File: config.mk
export PLATFORM = sky130hd
export DESIGN_NAME = pixel_out_serializer
export DESIGN_NICKNAME = d
export VERILOG_FILES = /design/src/rtl/pixel_out_serializer_pkg.sv /design/src/rtl/pixel_out_serializer_fifo.sv /design/src/rtl/pixel_out_serializer.sv
export SDC_FILE = /design/constraint.sdc
export NUM_CORES = 1
export LEC_CHECK = 0
export ABC_AREA = 1
export ABC_CLOCK_PERIOD_IN_PS = 3900
export CELL_PAD_IN_SITES_DETAIL_PLACEMENT = 1
export CELL_PAD_IN_SITES_GLOBAL_PLACEMENT = 2
export CORE_MARGIN = 2
export CORE_UTILIZATION = 39
export CTS_CLUSTER_DIAMETER = 80
export CTS_CLUSTER_SIZE = 25
export DETAILED_ROUTE_END_ITERATION = 16
export PLACE_DENSITY_LB_ADDON = 0.05
export SYNTH_ARGS = -nofsm -noshare
export SYNTH_HDL_FRONTEND = slang
export SYNTH_HIERARCHICAL = 1
export SYNTH_SLANG_ARGS = --single-unit
File: constraint.sdc
create_clock -name clk_i -period 3.9 [get_ports clk_i]
set_input_delay 0.39 -clock clk_i [delete_from_list [all_inputs] [get_ports clk_i]]
set_output_delay 0.39 -clock clk_i [all_outputs]
set_load 0.005 [all_outputs]
File: src/rtl/pixel_out_serializer_pkg.sv
// pixel_out_serializer_pkg: shared widths, mode encodings and serializer state type
package pixel_out_serializer_pkg;

    localparam int MAX_PIXEL_BITS = 24;
    localparam int BYTE_WIDTH = 8;
    localparam int SER_FIFO_DEPTH = 4;

    localparam logic [1:0] MODE_FULL = 2'b00;
    localparam logic [1:0] MODE_SOBEL = 2'b01;
    localparam logic [1:0] MODE_GRAY = 2'b10;
    localparam logic [1:0] MODE_BYPASS = 2'b11;

    typedef enum logic {IDLE, SEND} ser_state_t;

endpackage

File: src/rtl/pixel_out_serializer_fifo.sv
// px_fifo: generic synchronous FIFO with extra-MSB pointers and head read-out
module px_fifo #(
    parameter int WIDTH = 8,
    parameter int DEPTH = 4
) (
    input  logic                       clk_i,
    input  logic                       reset_i,
    input  logic                       push,
    input  logic                       pop,
    input  logic [WIDTH-1:0]           wdata,
    output logic [WIDTH-1:0]           rdata,
    output logic [$clog2(DEPTH):0]     count,
    output logic                       full,
    output logic                       empty
);

    localparam int AW = $clog2(DEPTH);

    logic [WIDTH-1:0] mem [DEPTH];
    logic [AW:0] wr_ptr;
    logic [AW:0] rd_ptr;

    assign count = wr_ptr - rd_ptr;
    assign full = count == (AW+1)'(DEPTH);
    assign empty = count == '0;
    assign rdata = mem[rd_ptr[AW-1:0]];

    // pointer advance; the extra MSB separates full from empty
    always_ff @(posedge clk_i or posedge reset_i) begin
        if (reset_i) begin
            wr_ptr <= '0;
            rd_ptr <= '0;
        end else begin
            if (push) wr_ptr <= wr_ptr + 1'b1;
            if (pop) rd_ptr <= rd_ptr + 1'b1;
        end
    end

    // storage; a push while full only happens alongside a pop of that same slot
    always_ff @(posedge clk_i) begin
        if (push) mem[wr_ptr[AW-1:0]] <= wdata;
    end

endmodule

File: src/rtl/pixel_out_serializer.sv
// pixel_out_serializer: buffers pixels and emits them as 1 or 3 bytes over valid/ready
module pixel_out_serializer
    import pixel_out_serializer_pkg::*;
#(
    parameter int MAX_PIXEL_BITS = pixel_out_serializer_pkg::MAX_PIXEL_BITS,
    parameter int BYTE_WIDTH = pixel_out_serializer_pkg::BYTE_WIDTH,
    parameter int FIFO_DEPTH = SER_FIFO_DEPTH
) (
    input  logic                      clk_i,
    input  logic                      reset_i,
    input  logic [1:0]                select_i,
    input  logic                      px_rdy_i,
    input  logic [MAX_PIXEL_BITS-1:0] in_pixel_i,
    input  logic                      byte_ready_i,
    output logic [BYTE_WIDTH-1:0]     byte_o,
    output logic                      byte_valid_o,
    output logic                      last_byte_o,
    output logic                      fifo_full_o,
    output logic                      overflow_o,
    input  logic                      clear_overflow_i
);

    localparam int NB = MAX_PIXEL_BITS / BYTE_WIDTH;
    localparam int NW = $clog2(NB + 1);
    localparam int EW = MAX_PIXEL_BITS + NW;
    localparam int CW = $clog2(FIFO_DEPTH) + 1;

    ser_state_t state;
    logic [NW-1:0] idx;
    logic [NW-1:0] nb_in;
    logic [NW-1:0] head_nb;
    logic [NW-1:0] sh;
    logic [MAX_PIXEL_BITS-1:0] head_px;
    logic [EW-1:0] head;
    logic [CW-1:0] count;
    logic full;
    logic empty;
    logic push;
    logic pop;
    logic last;
    logic drop;

    assign nb_in = select_i == MODE_BYPASS ? NW'(NB) : NW'(1);
    assign head_px = head[EW-1:NW];
    assign head_nb = head[NW-1:0];
    assign last = idx == head_nb - NW'(1);
    assign pop = state == SEND && byte_ready_i && last;
    assign push = px_rdy_i && (!full || pop);
    assign drop = px_rdy_i && full && !pop;
    assign sh = head_nb - idx - NW'(1);

    assign byte_valid_o = state == SEND;
    assign byte_o = byte_valid_o ? BYTE_WIDTH'(head_px >> (int'(sh) * BYTE_WIDTH)) : '0;
    assign last_byte_o = byte_valid_o && last;
    assign fifo_full_o = full;

    px_fifo #(
        .WIDTH(EW),
        .DEPTH(FIFO_DEPTH)
    ) u_fifo (
        .clk_i  (clk_i),
        .reset_i(reset_i),
        .push   (push),
        .pop    (pop),
        .wdata  ({in_pixel_i, nb_in}),
        .rdata  (head),
        .count  (count),
        .full   (full),
        .empty  (empty)
    );

    // byte sequencer: walks the head entry MSB first, pops on its last byte
    always_ff @(posedge clk_i or posedge reset_i) begin
        if (reset_i) begin
            state <= IDLE;
            idx <= '0;
        end else if (state == IDLE) begin
            state <= (push || !empty) ? SEND : IDLE;
        end else if (byte_ready_i) begin
            idx <= last ? '0 : idx + 1'b1;
            state <= (last && count == CW'(1) && !push) ? IDLE : SEND;
        end
    end

    // sticky drop flag; a new drop wins over a simultaneous clear
    always_ff @(posedge clk_i or posedge reset_i) begin
        if (reset_i) overflow_o <= 1'b0;
        else overflow_o <= drop || (overflow_o && !clear_overflow_i);
    end

endmodule
### Word-level counts from Yosys, hierarchy flattened

Memories as Yosys holds them, arrays and structs flattened.
Cells that the tools add are included.

| storage, ports and cells | value |
|---|---|
| flip-flop bits (word level) | 10 |
| bits in writable memories | 104 |
| output and inout bits | 12 |
| word-level logic and storage cells | 46 |
| memories kept | 1 |

| cells by class | value |
|---|---|
| add/subtract/negate cells | 7 |
| equality and inequality tests | 4 |
| shifts and indexed selects | 1 |
| mux-type cells | 9 |
| reductions and logical operators | 19 |

Memories:

| memory | words | width | read ports | clocked after memory_dff | write ports | line | text |
|---|---|---|---|---|---|---|---|
| u_fifo.mem | 4 | 26 | 1 | 0 | 1 | pixel_out_serializer_fifo.sv:19 | `logic [WIDTH-1:0] mem [DEPTH];` |

Operators by type and width:

| kind | number |
|---|---|
| >> shifter 24 x 5 -> 8 bit | 1 |
| logical AND 1 bit | 9 |
| 2-to-1 mux 8 bit | 1 |
| adder 3 x 1 -> 3 bit, second input constant | 2 |
| 2-to-1 mux 1 bit | 6 |
| zero test 1 bit | 5 |
| 2-to-1 mux 2 bit | 2 |
| subtractor 2 x 1 -> 2 bit, second input constant | 2 |
| == test 3 x 1 -> 1 bit, second input constant | 1 |
| == test 3 bit, second input constant | 1 |
| zero test 3 bit | 1 |
| logical OR 1 bit | 3 |
| subtractor 3 bit | 1 |
| adder 2 x 1 -> 2 bit, second input constant | 1 |
| == test 2 bit | 1 |
| == test 2 bit, second input constant | 1 |
| AND reduction 2 bit | 1 |
| subtractor 2 bit | 1 |

### Depth between registers and ports, before layout

Gate-level depths: netlist of the first run.
An unclocked memory read counts as a cell.

| depth | value |
|---|---|
| depth after elaboration | 11 |
| gate-level depth with buffers | 15 |

### Modules after synthesis

The synthesis of the first run kept the hierarchy.

By module, submodules not included:

| module | instances | cells each | area an instance (um^2) | sequential area each (um^2) |
|---|---|---|---|---|
| px_fifo | 1 | 357 | 4642.0 | 3273.1 |
| pixel_out_serializer | 1 | 103 | 589.3 | 100.1 |

### Worst setup path after synthesis of the first run

No wires, ideal clock.

| timing path | value |
|---|---|
| path type | register -> register |
| from | reg u_fifo.rd_ptr[0] |
| to | mem u_fifo/mem[3][0] (netlist bit), enable pin |
| setup time | 381 ps |
| arrival | 2538 ps |
| path slack | 981 ps |
| stages on the path, launching flop included | 15 |
| clock period less this slack | 2919 ps |
| cell sequence | dfrtp_1 > buf_6 > buf_6 > buf_6 > o211ai_2 > nand2_1 > ha_1 > buf_6 > inv_6 > nand4_2 > nand2_1 > nand2_1 > inv_1 > nand2_1 > inv_1 |

| on the way | value |
|---|---|
| cells in the longest elaborated chain, start to end | 8 |
| elaborated cells between the ends (all ways) | 11 |
| those cells by class | add/sub: 2; eq/ne: 2; mux: 2; reduce/logical: 4; memory: 1 |

RTL lines:

| what | line | text |
|---|---|---|
| from (decl) | pixel_out_serializer_fifo.sv:21 | `logic [AW:0] rd_ptr;` |
| from (signal assigned) | pixel_out_serializer_fifo.sv:35 | `if (pop) rd_ptr <= rd_ptr + 1'b1;` |
| memory (4 x 26 bit) | -- |  |
| named net head[0] | pixel_out_serializer.sv:34 | `logic [EW-1:0] head;` |
| subtractor 2 x 1 -> 2 bit | pixel_out_serializer.sv:46 | `assign last = idx == head_nb - NW'(1);` |
| == test 2 bit | pixel_out_serializer.sv:46 |  |
| logical AND 1 bit | pixel_out_serializer.sv:47 | `assign pop = state == SEND && byte_ready_i && last;` |
| logical OR 1 bit | pixel_out_serializer.sv:48 | `assign push = px_rdy_i && (!full \|\| pop);` |
| logical AND 1 bit | pixel_out_serializer.sv:48 |  |
| named net push | pixel_out_serializer.sv:38 | `logic push;` |
| 2-to-1 mux 1 bit | pixel_out_serializer_fifo.sv:41 | `if (push) mem[wr_ptr[AW-1:0]] <= wdata;` |
| 2-to-1 mux 1 bit (implied by the code) | pixel_out_serializer_fifo.sv:41 |  |
| to (decl) | pixel_out_serializer_fifo.sv:19 |  |

The timed path passes the listed nets, and every way through them passes these cells.

### Worst setup path in the final report of the first run

| timing path | value |
|---|---|
| from | reg u_fifo.rd_ptr[0] |
| to | out byte_o[3] |

| on the way | value |
|---|---|
| cells in the longest elaborated chain, start to end | 5 |

RTL lines:

| what | line | text |
|---|---|---|
| memory (4 x 26 bit) | -- |  |
| named net head[0] | pixel_out_serializer.sv:34 |  |
| subtractor 2 bit | pixel_out_serializer.sv:50 | `assign sh = head_nb - idx - NW'(1);` |
| subtractor 2 x 1 -> 2 bit | pixel_out_serializer.sv:50 |  |
| >> shifter 24 x 5 -> 8 bit | pixel_out_serializer.sv:53 | `assign byte_o = byte_valid_o ? BYTE_WIDTH'(head_px >> (int'(sh) * BYTE_WIDTH)) : '0;` |
| 2-to-1 mux 8 bit | pixel_out_serializer.sv:53 |  |
| to (decl) | pixel_out_serializer.sv:15 | `output logic [BYTE_WIDTH-1:0] byte_o,` |

The timed path passes the listed nets, and every way through them passes these cells.

==> impl_metrics.ini, run 1 <==
[die]
die_height_um = 120
io_pins = 43
die_w_um = 120
initial_core_util_pct = 39.7
rows = 42
dieArea_mm2 = 0.0144
coreArea_mm2 = 0.0132

[power]
p_leak_nw = 2.63
cellPowerDensity_mw_per_mm2 = 910
ir_drop_v = 0.000362

[grt]
grt_pass1_vias = 3520
antenna_found_initial = 0
grt_max_degree = 53
grt_pass1_wl_um = 18500
track_usage_pct = 17.4
overflow = 0

[worst_setup_path]
critPathMaxFanout = 19
cp-end-kind = output port
required_ns = 3.51
cp.arrival_ns = 3.01
setup.worst_path.start_class = flip-flop
worstSetupPathType = flip-flop to output port

[cts]
hold_buffers = 0
root_buffer = clkbuf_16
clock-sinks = 114
tritoncts = built
clk-insertion-delay-late_ns = 0.41
clockBufferDepth = 2
numCtsBuffers = 17
post_cts_buffers = 0
cts_resized = 0
htree_levels = 4
clkTransAtPathRegs_ns = 0.05

[yosys]
synth_area_leader_cell = edfxtp_1
syn_inst = 460
synth_top_area_share_pct = 59.7
synth_area_mm2 = 0.00523
synth_edf_count = 104
yosysWarningCount = 6
ys_types = 27
ys_ff_latch = 114
synthFlopType = edfxtp_1
ys_seq_area_share_pct = 64.5
synthArstFlopShare_pct = 8.77
synthTopCellsByArea = edfxtp_1 60%, nand2_1 7.7%, o211ai_2 5.5%
avgSynthCellArea_um2 = 11.4

[detailed_routing]
viasPerCell = 4.73
drtAntennaViolNets = 0
finalWirelength_um = 11400
dr_total_vias = 3317
drc = 0
drtIter0Drc = 126
drtPass1Iterations = 4
post_drt_wl_per_cell_um = 16.2

[timing]
timing.final.max_slew_violations = 0
min_period_over_period_pct = 87.3
hold_viol = 0
setup-violations-final = 0
slew_headroom_pct = 62.6
fin_skew_ns = 0.00717
fin_setup_tns_ns = 0
grt_setup_unrepaired = no
worstMarginPinSlew_ns = 0.560
setup_slack_ns = 0.496
min_period_ns = 3.40
fmax_mhz = 294

[run_status]
outcome = finished clean

[cells_and_area]
syn2layout_area_growth_pct = 21.0
final_core_util_pct = 48.0
fin_nets = 552
drive_above_1_share_pct = 12.9
antenna_cells = 0

[run]
maxCapViolCount = 0

[min_path]
hp-class = input port to async pin

[place]
gp_congestion = 0.765
place_ws_ns = 0.862
dpl.hpwl_um = 7360
io_buffers = 42
## placed cells by master (no fill, tap or decap)
master           Yosys  routed
nand2_1            108     108
edfxtp_1           104     104
inv_1               75      75
clkdlybuf4s50_1      0      42
a21oi_1             35      35
o21ai_0             26      26
o211ai_2            23      23
nand3_1             21      21
clkbuf_16            0      17
dfrtp_1             10       8
buf_4                0       8
nor2_1               7       7
ha_1                 7       7
clkbuf_1             2       7
xor2_1               5       5
clkinv_2             0       5
conb_1               1       4
nand2_2              3       3
nand2_4              3       3
clkinv_1             1       3
o211ai_1             3       3
inv_2                1       1
inv_6                1       1
nand4_2              1       1
nand3_2              1       1
nor3b_1              1       1
bufinv_16            0       1
mux2_2               1       1
o21ai_1              1       1
fa_1                 1       1
buf_12               0       1
dfrtp_4              0       1
dfrtp_2              0       1
## kinds of logic (layout without fill, tap and decap cells)
group / count (synthesis) / after routing / share of synthesized area (%)
AND/OR/NAND/NOR: 145 / 145 / 11.8
flip-flops: 114 / 114 / 64.5
buffers and inverters: 98 / 161 / 8.63
AO/OA/AOI/OAI: 88 / 88 / 11.9
adder cells (fa/ha/maj): 8 / 8 / 2.06
XOR/XNOR: 5 / 5 / 0.837
other: 1 / 4 / 0.0717
multiplexers: 1 / 1 / 0.215
## synthesized netlist by cell type, types with 2 or more instances
cell / instances
edfxtp_1: 104
buf_2: 9
o211ai_2: 23
dfrtp_1: 10
o211ai_1: 3
nand2_2: 3
buf_6: 9
clkbuf_1: 2
nand2_4: 3
ha_1: 7
nand2_1: 108
inv_1: 75
nand3_1: 21
o21ai_0: 26
nor2_1: 7
xor2_1: 5
a21oi_1: 35
## metrics by stage
step                hold WS [ns]  cell area (µm²)  power [W]  std cells
finish                     0.215             6330    0.00576        702
global route               0.220             6330    0.00622        702
CTS                        0.205             6330    0.00586        702
detailed placement         0.467             5810    0.00448        670
global placement           0.471             5810    0.00443        670
floorplan                  0.156             5240    0.00356        463
## final timing paths
| path | start | end | slack [ns] | cells after the start |
|---|---|---|---|---|
| worst min register to register | overflow_o | overflow_o | 0.48 | 2 |
| worst min-delay path | reset_i | overflow_o | 0.22 | 2 |
| worst max register to register | u_fifo/rd_ptr[0] | u_fifo/mem[3][23] | 0.90 | 12 |
| min in group clk_i | overflow_o | overflow_o | 0.48 | 2 |
| worst max-delay path | u_fifo/rd_ptr[0] | byte_o[3] | 0.50 | 10 |
| max in group asynchronous | reset_i | u_fifo/rd_ptr[0] | 3.42 | 2 |
## cell type report
cell class	instances	area [µm²]
flip-flops and latches	114	3380
inverters	78	298
fillers	1414	6860
clock buffers	24	452
repair buffers	51	500
multi-input cells	251	1420
well taps	176	220
clock inverters	8	62.6
## report_power, final
group	internal, W	total, W	switching [W]	leakage [nW]
Clock	0.000861	0.00135	0.000493	0.255
Sequential	0.00169	0.00182	0.000135	1.07
Combinational	0.000995	0.00258	0.00159	1.30
## critical path, stage by stage, from the launching register on
cell             delay [ns]
dfrtp_4                0.57
a21oi_1                0.17
o21ai_0                0.09
nand2_1                0.13
ha_1                   0.38
inv_6                  0.20
nand2_1                0.08
nand2_1                0.06
nand3_1                0.09
a21oi_1                0.26
clkdlybuf4s50_1        0.56
## metal layers
layer	vias up	wire length [µm]	track usage [%]
met4	0	191	6.84
met2	49	5680	29.5
li1	1647	-	-
met5	-	0	0
met1	1607	5100	20.9
met3	14	397	5.09
## flip-flops by register name (all words and copies together) (netlist names)
name           cells
u_fifo/mem       104
overflow_o         1
idx                2
byte_valid_o       1
u_fifo/rd_ptr      3
u_fifo/wr_ptr      3
Power figures use the tool's default switching activity.
==> run 2: changes to the inputs <==
--- a/config.mk
+++ b/config.mk
@@ -16,4 +16,6 @@
 export DETAILED_ROUTE_END_ITERATION = 16
 export PLACE_DENSITY_LB_ADDON = 0.05
+export REMOVE_ABC_BUFFERS = 1
+export SLEW_MARGIN = 40
 export SYNTH_ARGS = -nofsm -noshare
 export SYNTH_HDL_FRONTEND = slang
==> constraint.sdc (replaced) <==
create_clock -name clk_i -period 3.9 [get_ports clk_i]
set_input_delay 0.585 -clock clk_i [delete_from_list [all_inputs] [get_ports clk_i]]
set_output_delay 0.585 -clock clk_i [all_outputs]
set_load 0.005 [all_outputs]
==> impl_metrics.ini, run 2 (synthesized netlist as in run 1, its figures left out) <==
[run_status]
outcome = finished clean

[grt]
grt_pass1_wl_um = 18100
grt.busiest_layer = met2
overflow = 0
antenna_found_initial = 0
track_usage_pct = 17.0
grt_pass1_vias = 3454
use_met1_pct = 21.9
grt_max_degree = 41
globalRouteMet2Util_pct = 27.9
grt_util_met3_pct = 3.75

[worst_setup_path]
worst-r2r-setup-slack_ns = 0.73
worstReg2RegEnd = u_fifo/mem[3][9]
cp-end-kind = output port
cp_num_buf_inv = 3
worstPathCellList = buf_4 > a21oi_1 > o21ai_0 > nand2_1 > inv_1 > nand2_1 > nand2_2 > nand2_4 > nand2_4 > nand3_1 > a21oi_1 > clkdlybuf4s50_1
rr_worst_depth = 15
cpMaxStageDelayCell = clkdlybuf4s50_1
cp.arrival_ns = 2.89
setup.worst_path.start_class = flip-flop
r2r_start = u_fifo/rd_ptr[0]
required_ns = 3.31
critical_path.max_stage_delay_ns = 0.54
critPathMaxFanout = 40
cp_top_family = buffers and inverters
worstSetupPathType = flip-flop to output port

[min_path]
hp-class = input port to async pin

[detailed_routing]
viasPerCell = 4.72
finalWirelength_um = 11200
dr_total_vias = 3312
drtPass1Iterations = 4
post_drt_wl_per_cell_um = 16.0
drtIter0Drc = 136
drc = 0
drtAntennaViolNets = 0

[cts]
clockBufferDepth = 2
root_buffer = clkbuf_16
clk-insertion-delay-late_ns = 0.40
clkTransAtPathRegs_ns = 0.05
clock-sinks = 114
post_cts_buffers = 0
tritoncts = built
htree_levels = 4
cts_resized = 0
numCtsBuffers = 17
hold_buffers = 0

[timing]
setup-violations-final = 0
min_period_ns = 3.47
fmax_mhz = 288
timing.final.max_slew_violations = 0
min_period_over_period_pct = 89.1
grt_setup_unrepaired = no
fin_skew_ns = 0.00670
hold_ws_ns = 0.401
hold_viol = 0

[cells_and_area]
final_core_util_pct = 48.2
antenna_cells = 0
fin_nets = 552
ff_latch_area_mm2 = 0.00338
nFillCells = 1398
layout_common_cells = 108 x nand2_1, 104 x edfxtp_1, 75 x inv_1, 42 x clkdlybuf4s50_1, 35 x a21oi_1
syn2layout_area_growth_pct = 21.4
largest_reg_flops = 104
final_common_cell = nand2_1
stdcell_count = 702
design_area_mm2 = 0.00635
multiInputGateArea_mm2 = 0.00142
drive_above_1_share_pct = 13.3

[power]
power_w = 0.00577
cellPowerDensity_mw_per_mm2 = 909
p_leak_nw = 2.63
ir_drop_v = 0.000355

[place]
gp_congestion = 0.741
place_inst = 670
place_area_mm2 = 0.00580
dpl.hpwl_um = 7300
io_buffers = 42

[die]
dieArea_mm2 = 0.0144
rows = 42
die_w_um = 120
die_height_um = 120
coreArea_mm2 = 0.0132
initial_core_util_pct = 39.7
io_pins = 43

[run]
maxCapViolCount = 0
-- run 2: worst max-delay path by stage --
stage / startpoint / endpoint / cells after the start
floorplan: u_fifo/rd_ptr[0] / u_fifo/mem[3][0] / 11
global placement: u_fifo/rd_ptr[0] / u_fifo/mem[3][5] / 15
detailed placement: u_fifo/rd_ptr[0] / u_fifo/mem[3][9] / 15
CTS: u_fifo/rd_ptr[0] / fifo_full_o / 9
global route: u_fifo/rd_ptr[0] / byte_o[1] / 12
finish: u_fifo/rd_ptr[0] / byte_o[1] / 12
-- run 2: cell type report --
cell class,instances,share of cell area [%]
clock buffer,18,6.76
clock inverter,14,1.91
inverter,78,4.69
multi-input combinational,251,22.3
sequential,114,53.2
tap,176,3.47
timing repair buffer,51,7.68
-- run 2: through the flow --
stage	setup TNS, ns	setup slack (ns)
floorplan	-59.19	-0.591
global placement	0	0.783
detailed placement	0	0.698
CTS	0	0.401
global route	0	0.141
finish	0	0.426
-- run 2: routing by layer --
| layer | vias to the layer above | part of all wire (%) | routed length, µm |
|---|---|---|---|
| li1 | 1655 | - | - |
| met1 | 1603 | 47 | 5310 |
| met2 | 44 | 48 | 5440 |
| met3 | 10 | 2.7 | 308 |
| met4 | 0 | 1.6 | 178 |
| met5 | - | 0 | 0 |
-- run 2: power breakdown --
group | total (W) | switching [W] | internal (W)
Combinational | 0.00257 | 0.00158 | 0.000982
Clock | 0.00142 | 0.000499 | 0.000919
Sequential | 0.00179 | 0.000101 | 0.00169
Total | 0.00577 | 0.00218 | 0.00359
